## src/rtl/sprite_pkg.sv

```systemverilog
// -----------------------------------------------------------------------------
// sprite_pkg
//   Shared types and constants for the sprite compositor.
//   sprite_desc_t : packed 24-bit descriptor {en, img[2:0], x[9:0], y[9:0]},
//                   bit-compatible with the wr_desc write port.
//   HRES/VRES     : visible raster size; COORD_W : hcount/vcount width;
//   RGB_W         : pixel colour width; IMG_W : image-select width.
// -----------------------------------------------------------------------------
package sprite_pkg;
   localparam int HRES    = 640;
   localparam int VRES    = 480;
   localparam int COORD_W = 10;
   localparam int RGB_W   = 24;
   localparam int IMG_W   = 3;

   typedef struct packed {
      logic               en;
      logic [IMG_W-1:0]   img;
      logic [COORD_W-1:0] x;
      logic [COORD_W-1:0] y;
   } sprite_desc_t;
endpackage

```

## src/rtl/sprite_hit_unit.sv

```systemverilog
// -----------------------------------------------------------------------------
// sprite_hit_unit
//   Combinational in-box test for one sprite slot.
//   Ports:
//     en, x, y       : enable and top-left corner of the sprite
//     hcount, vcount : current pixel
//     hit            : pixel lies inside the SPR_DIM x SPR_DIM box
//     col, row       : texel offsets within the sprite
// -----------------------------------------------------------------------------
module sprite_hit_unit
   import sprite_pkg::*;
#(
   parameter  int SPR_DIM = 32,
   localparam int OFF_W   = $clog2(SPR_DIM)
) (
   input  logic               en,
   input  logic [COORD_W-1:0] x,
   input  logic [COORD_W-1:0] y,
   input  logic [COORD_W-1:0] hcount,
   input  logic [COORD_W-1:0] vcount,
   output logic               hit,
   output logic [OFF_W-1:0]   col,
   output logic [OFF_W-1:0]   row
);
   logic [COORD_W-1:0] dx;
   logic [COORD_W-1:0] dy;

   // Unsigned 10-bit differences: a sprite to the right of / below the pixel
   // wraps to a large value and misses. SPR_DIM is a power of two, so
   // "offset < SPR_DIM" is simply "upper offset bits are zero".
   assign dx  = hcount - x;
   assign dy  = vcount - y;
   assign hit = en && (dx[COORD_W-1:OFF_W] == '0) && (dy[COORD_W-1:OFF_W] == '0);
   assign col = dx[OFF_W-1:0];
   assign row = dy[OFF_W-1:0];
endmodule

```

## src/rtl/sprite_layer_engine.sv

```systemverilog
// -----------------------------------------------------------------------------
// sprite_layer_engine
//   Multi-sprite compositor: shadow descriptors committed atomically on
//   frame_start, lowest-slot-wins hit priority, one shared sprite-ROM port,
//   3-cycle pixel pipeline, one pixel per clock.
//   Ports:
//     clk, reset            : pixel clock, synchronous active-high reset
//     wr_en/wr_slot/wr_desc : shadow descriptor write (out-of-range slots ignored)
//     hcount, vcount        : current pixel
//     frame_start           : commit pulse (shadow -> active)
//     bg_rgb                : background colour
//     rom_img, rom_addr     : sprite-ROM request ({row,col})
//     rom_q                 : ROM data, one cycle after the request
//     pix_rgb               : composited pixel, 3 cycles after hcount/vcount
//     commit_cnt            : committed-frame counter (wraps)
//     collide               : sticky per-slot collision flags
//   Build option: define COLLISION_DETECT_EN to enable collision detection;
//   otherwise collide is tied to zero.
// -----------------------------------------------------------------------------
module sprite_layer_engine
   import sprite_pkg::*;
#(
   parameter  int               NUM_SPRITES = 20,
   parameter  int               SPR_DIM     = 32,
   parameter  int               NUM_IMAGES  = 8,
   parameter  logic [RGB_W-1:0] TRANSP_KEY  = 24'h000000,
   localparam int               SLOT_W      = (NUM_SPRITES > 1) ? $clog2(NUM_SPRITES) : 1,
   localparam int               OFF_W       = $clog2(SPR_DIM)
) (
   input  logic                   clk,
   input  logic                   reset,
   input  logic                   wr_en,
   input  logic [SLOT_W-1:0]      wr_slot,
   input  logic [RGB_W-1:0]       wr_desc,
   input  logic [COORD_W-1:0]     hcount,
   input  logic [COORD_W-1:0]     vcount,
   input  logic                   frame_start,
   input  logic [RGB_W-1:0]       bg_rgb,
   output logic [IMG_W-1:0]       rom_img,
   output logic [2*OFF_W-1:0]     rom_addr,
   input  logic [RGB_W-1:0]       rom_q,
   output logic [RGB_W-1:0]       pix_rgb,
   output logic [7:0]             commit_cnt,
   output logic [NUM_SPRITES-1:0] collide
);
   localparam logic [IMG_W-1:0] IMG_MASK = IMG_W'(NUM_IMAGES - 1);

   sprite_desc_t           shadow [NUM_SPRITES];
   sprite_desc_t           active [NUM_SPRITES];
   sprite_desc_t           wr_d;
   logic [NUM_SPRITES-1:0] wr_sel;

   assign wr_d = wr_desc;

   always_comb begin
      wr_sel = '0;
      for (int i = 0; i < NUM_SPRITES; i++)
         wr_sel[i] = wr_en && (int'(wr_slot) == i);
   end

   // A write coinciding with the commit is forwarded straight into active.
   always_ff @(posedge clk) begin
      if (reset) begin
         for (int i = 0; i < NUM_SPRITES; i++) begin
            shadow[i] <= '0;
            active[i] <= '0;
         end
         commit_cnt <= '0;
      end else begin
         for (int i = 0; i < NUM_SPRITES; i++) begin
            if (wr_sel[i])
               shadow[i] <= wr_d;
            if (frame_start)
               active[i] <= wr_sel[i] ? wr_d : shadow[i];
         end
         if (frame_start)
            commit_cnt <= commit_cnt + 8'd1;
      end
   end

   logic [NUM_SPRITES-1:0] hits;
   logic [OFF_W-1:0]       col_off [NUM_SPRITES];
   logic [OFF_W-1:0]       row_off [NUM_SPRITES];

   for (genvar g = 0; g < NUM_SPRITES; g++) begin : g_hit
      sprite_hit_unit #(.SPR_DIM(SPR_DIM)) u_hit (
         .en     (active[g].en),
         .x      (active[g].x),
         .y      (active[g].y),
         .hcount (hcount),
         .vcount (vcount),
         .hit    (hits[g]),
         .col    (col_off[g]),
         .row    (row_off[g])
      );
   end

   logic             win_hit;
   logic [IMG_W-1:0] win_img;
   logic [OFF_W-1:0] win_col;
   logic [OFF_W-1:0] win_row;

   // Scan from the top slot down so the lowest hitting index is written last.
   always_comb begin
      win_hit = |hits;
      win_img = '0;
      win_col = '0;
      win_row = '0;
      for (int i = NUM_SPRITES - 1; i >= 0; i--) begin
         if (hits[i]) begin
            win_img = active[i].img;
            win_col = col_off[i];
            win_row = row_off[i];
         end
      end
   end

   // ---- S1 -> S2 : winner registered straight onto the ROM request ----
   logic             vld_p1;
   logic             miss_p1;
   logic [RGB_W-1:0] bg_p1;

   always_ff @(posedge clk) begin
      if (reset) begin
         vld_p1   <= 1'b0;
         miss_p1  <= 1'b1;
         rom_img  <= '0;
         rom_addr <= '0;
      end else begin
         vld_p1  <= 1'b1;
         miss_p1 <= !win_hit;
         // On a miss the request holds so the ROM address bus stays quiet.
         if (win_hit) begin
            rom_img  <= win_img & IMG_MASK;
            rom_addr <= {win_row, win_col};
         end
      end
   end

   always_ff @(posedge clk)
      bg_p1 <= bg_rgb;

   // ---- S2 -> S3 : ROM access in flight, carry miss and background ----
   logic             vld_p2;
   logic             miss_p2;
   logic [RGB_W-1:0] bg_p2;

   always_ff @(posedge clk) begin
      if (reset) begin
         vld_p2  <= 1'b0;
         miss_p2 <= 1'b1;
      end else begin
         vld_p2  <= vld_p1;
         miss_p2 <= miss_p1;
      end
   end

   always_ff @(posedge clk)
      bg_p2 <= bg_p1;

   // ---- S3 : final colour select ----
   // A transparent texel shows background, not the next sprite down.
   always_ff @(posedge clk) begin
      if (reset)
         pix_rgb <= '0;
      else if (vld_p2)
         pix_rgb <= (miss_p2 || (rom_q == TRANSP_KEY)) ? bg_p2 : rom_q;
   end

`ifdef COLLISION_DETECT_EN
   logic multi_hit;

   // Two or more bits set <=> clearing the lowest set bit leaves something.
   assign multi_hit = |(hits & (hits - NUM_SPRITES'(1)));

   always_ff @(posedge clk) begin
      if (reset)
         collide <= '0;
      else if (frame_start)
         collide <= multi_hit ? hits : '0;
      else if (multi_hit)
         collide <= collide | hits;
   end
`else
   assign collide = '0;
`endif
endmodule

```

## config.mk

```make
export PLATFORM = sky130hd
export DESIGN_NAME = sprite_layer_engine
export DESIGN_NICKNAME = d
export VERILOG_FILES = /design/src/rtl/sprite_pkg.sv /design/src/rtl/sprite_hit_unit.sv /design/src/rtl/sprite_layer_engine.sv
export SDC_FILE = /design/constraint.sdc
export NUM_CORES = 2
export LEC_CHECK = 0
export ABC_AREA = 1
export CAP_MARGIN = 20
export CORE_ASPECT_RATIO = 1.2
export CORE_MARGIN = 2
export CORE_UTILIZATION = 50
export CTS_BUF_LIST = sky130_fd_sc_hd__clkbuf_4 sky130_fd_sc_hd__clkbuf_8 sky130_fd_sc_hd__clkbuf_16
export DETAILED_ROUTE_END_ITERATION = 8
export HOLD_SLACK_MARGIN = 0.15
export PLACE_DENSITY = 0.67
export SETUP_SLACK_MARGIN = 0.3
export SKIP_CTS_REPAIR_TIMING = 1
export SLEW_MARGIN = 25
export SYNTH_ARGS = -nofsm -noshare
export SYNTH_HDL_FRONTEND = slang
export SYNTH_SLANG_ARGS = --single-unit
```

## constraint.sdc

```tcl
create_clock -name clk -period 28.6 [get_ports clk]
set_input_delay 4.29 -clock clk [delete_from_list [all_inputs] [get_ports clk]]
set_output_delay 4.29 -clock clk [all_outputs]
set_load 0.01 [all_outputs]
```

==> summary by stage <==
Floorplan
The height of the die is 387.7 um. The site row count is 140. The die span in x is 323.7 um. During I/O placement, the number of pins put on the boundary was 166. The overall die area is 0.1255 mm2. For this configuration, the core starts out at a cell density of 0.5045. The core footprint is 0.1216 mm2.

Power
Dividing total power by cell area gives a power density of 59.32 mW/mm2. Internal power comes to 2870 uW. The share of total power in sequential cells is 0.451. The combinational group share of total power is 0.178. The final total power is 4032 uW. Of the total power, the share spent switching nets is 0.2882. Of the total power, the clock network draws 0.371. Summed over all nets, the switching power comes to 1162 uW. The static leakage is 0.02886 uW. The maximum ir drop on the vdd rail is 46.83 uV.

Clocking
The clock tree from TritonCTS is done. The later-pin clock latency in the skew report is 0.75 ns. The maximum root-to-sink buffer count is 3.

The total number of clock tree sinks is 1057. The master cell of the clock root buffer is clkbuf_16. The clock transition at the registers of the reported paths is 0.06 ns.

The CTS buffer count is 108. The H-tree generated during clock tree synthesis spans 3 levels.

Worst hold path
The path class of the lowest-slack min-delay path is register to register.

Synth
The number of synthesized register bits is 1057. Summed over all instances, the cell type with the most area after synthesis is edfxtp_1. The top flip-flop cell by instance count after synthesis is edfxtp_1. After synthesis, the cell types taking the most area are edfxtp_1 47%, ha_1 7.4%, nand2_1 7.1%. For this run, the register share of the synthesized area comes to 0.5017.

The post-synthesis instance total is 6821. Of the post-synthesis cell area, the dominant cell type holds 0.4701. The average footprint of a synthesized cell is 8.991 um2. The number of synthesized flops with an enable pin is 960.

The share of async-settable or async-resettable flops after synthesis is 0. The mapped netlist covers 0.06133 mm2. The unique cell type count in the Yosys netlist is 67. The Yosys step of the flow raised 0 warnings.

Global route
The total overflow left after global routing is 0. The number of global-route vias before repair was 47536. Entering global routing, the biggest net connects 103 pins. The initial antenna violation count came to 7. The first global-routing pass estimated 308000 um of wire. The aggregate global-route resource usage is 0.3388.

Detailed routing
The number of detailed-route iterations in the first pass is 7. The first routing iteration left 5161 violations. The length of routed wiring on met1 is 77910 um. The routed design has 214100 um of wire.

The highest layer touched by signal routing is met5. Across all layers, the routed design uses 49595 vias. The number of routed nets with antenna violations is 0.

The routed wire length per instance is 24.92 um. Summed over all nets, wire length on met3 after detailed routing comes to 18980 um. The total DRC errors in the routed layout is 0. The number of vias per cell after detailed routing is 5.772.

Detailed routing placed a total of 101800 um of wire on met2.

Worst setup path
The maximum single-stage delay on the critical path is 0.67 ns. The type of element launching the critical path is a primary input. The worst setup path is of the primary input to register kind. Walking the worst path, the cells encountered are buf_2 -> buf_4 -> inv_2 -> buf_4 -> fa_1 -> inv_1 -> nand3_1 -> nand2_1 -> nand2_1 -> nand2_1 -> nand2_1 -> nand2_1 -> nor2_1 -> nand2_1 -> nor2_1 -> nand3_1 -> inv_1 -> nor4_2 -> nand3_2 -> nor3_2 -> nand4_4 -> nor2_2 -> nand2_1 -> nand2_1. The worst setup path is captured at a register.

The most frequent cell on the critical path is nand2_1. The register-to-register path setup slack is 23.90 ns. Data on the critical path arrives at its endpoint at 9.57 ns. STA puts the critical path data required time at 29.28 ns. The critical-path cell with the highest stage delay is nand3_1. Of all nets on the critical path, the largest fanout is 21.

STA
The total negative slack for setup checks is 0 ns. On the final layout, the worst clock skew is 0.04222 ns. Counting I/O delays and the setup requirement, the final critical path takes 8.888 ns. Setup slack on the critical path of the routed design comes to 19.71 ns. The measured slew at the worst slew-check pin is 1.138 ns. Setup violations remaining at the end of the flow were counted as 0. The number of pins with negative max-slew slack in the final report came to 0. The highest clock frequency the design can meet is 0.1125 GHz. In the finished design, the share of the clock period the worst path needs comes to 0.3108. The count of final hold-check violations is 0. Setup repair after global routing left no endpoint under its margin. The worst slew slack as a fraction of its limit is 0.2403.

Cells and area
The fraction of layout instances using a drive strength above 1 is 0.07637. From synthesis to final layout, the design area changed by 10.83%. At the end of the flow the core is filled with cells to 0.5591.

The area of all placed cells without fillers is 0.06797 mm2. The net count of the finished layout is 7364. The number of inserted filler cells in the final layout is 10895.

Place
The global placement routability congestion is 0.9851. The sum of net half-perimeters after detailed placement is 139200 um. The count of port buffers added during placement is 145. The placed instances occupy a cell area of 0.06423 mm2. The setup slack after placement is 19.10 ns.

Outcome
The run finished with clean final reports.

Job
Max-cap violations in this run came to 0.
## cells in the mapped netlist (all sizes together) (3+ instances only)
cell	instances
o22ai	49
inv	930
nor2	803
o21bai	45
a21boi	3
xor2	187
a21o	14
a31oi	18
dfxtp	97
nand2	1176
nand3b	10
nand4	77
o211ai	21
edfxtp	960
or2	33
o21a	6
clkbuf	262
o31ai	3
o21ai	442
a21oi	709
nor3	43
o2111ai	4
buf	77
a211oi	38
nor3b	4
xnor2	84
ha	361
nand3	288
clkinv	19
fa	40
nor4	10
## power by group through the flow
| stage | Combinational, uW | Clock, uW | Sequential, uW |
|---|---|---|---|
| 2_1_floorplan | 462 | 0 | 1860 |
| 3_3_place_gp | 694 | 0 | 1850 |
| 3_5_place_dp | 704 | 0 | 1850 |
| 4_1_cts | 708 | 1500 | 1820 |
| 5_1_grt | 783 | 1560 | 1830 |
| 6_report | 718 | 1500 | 1820 |
## cell families after synthesis
group | Yosys count | synth area share
adders and majority gates | 401 | 0.08671
muxes | 1 | 0.0001632
buffers and inverters | 1288 | 0.08267
AOI/OAI and AO/OA | 1353 | 0.1210
xor gates and xnor gates | 271 | 0.03944
other | 1 | 0.00006115
DFF | 1057 | 0.5017
and+or+nand+nor | 2449 | 0.1682
## flip-flops by register name, summed over array words and instances, names as in the netlist
register / count
bg_p2: 24
rom_img: 3
pix_rgb: 24
bg_p1: 24
miss_p2: 1
vld_p1: 1
active: 480
commit_cnt: 8
rom_addr: 10
shadow: 480
vld_p2: 1
miss_p1: 1
## path summary, 6_finish.rpt
kind | startpoint | end | cells past startpoint
setup / recovery | hcount[1] | rom_addr[0] | 24
hold / removal | bg_p1[13] | bg_p2[13] | 0
setup reg to reg | active[0][408] | rom_addr[0] | 21
hold reg to reg | bg_p1[13] | bg_p2[13] | 0
## layer usage
metal / vias to the layer above / global-route usage
met5: - / 0
met3: 587 / 0.05306
met2: 2464 / 0.5585
met4: 4 / 0.2196
met1: 23711 / 0.4113
li1: 22829 / -
## layout make-up
type	instances	area, um2	share of cell area
diodes	6	15.01	0.0002209
clock buffers	141	3115	0.04583
clock inverters	60	603.1	0.008872
inverters	949	3566	0.05246
multi-input cells	4495	25710	0.3782
flip-flops and latches	1057	30770	0.4527
well taps	1633	2043	0.03006
repair buffers	251	2155	0.03170
## worst max-delay path, delay by kind of cell
kind	cells	cell delay, ns
buf+inv	6	1.63
fa+ha+maj	1	0.51
simple gates	17	3.07
## metrics by stage
stage                     std cells  hold WS, ns
after floorplan                6840       0.3096
after global placement         8385       0.3109
after detailed placement       8385       0.3121
after CTS                      8586       0.3222
after global routing           8586       0.3266
final                          8592       0.3205
## placed cells by master, fill, tap and decap left out, types with 40 or more instances in the layout
cell,count
a21oi_1,695
buf_4,107
clkbuf_16,116
clkdlybuf4s50_1,126
dfxtp_1,97
edfxtp_1,960
fa_1,40
ha_1,361
inv_1,877
inv_2,54
nand2_1,1145
nand3_1,275
nand4_1,71
nor2_1,770
o21ai_0,358
o21ai_1,67
o22ai_1,49
xnor2_1,84
xor2_1,184
(Power assumes the default switching activity.)
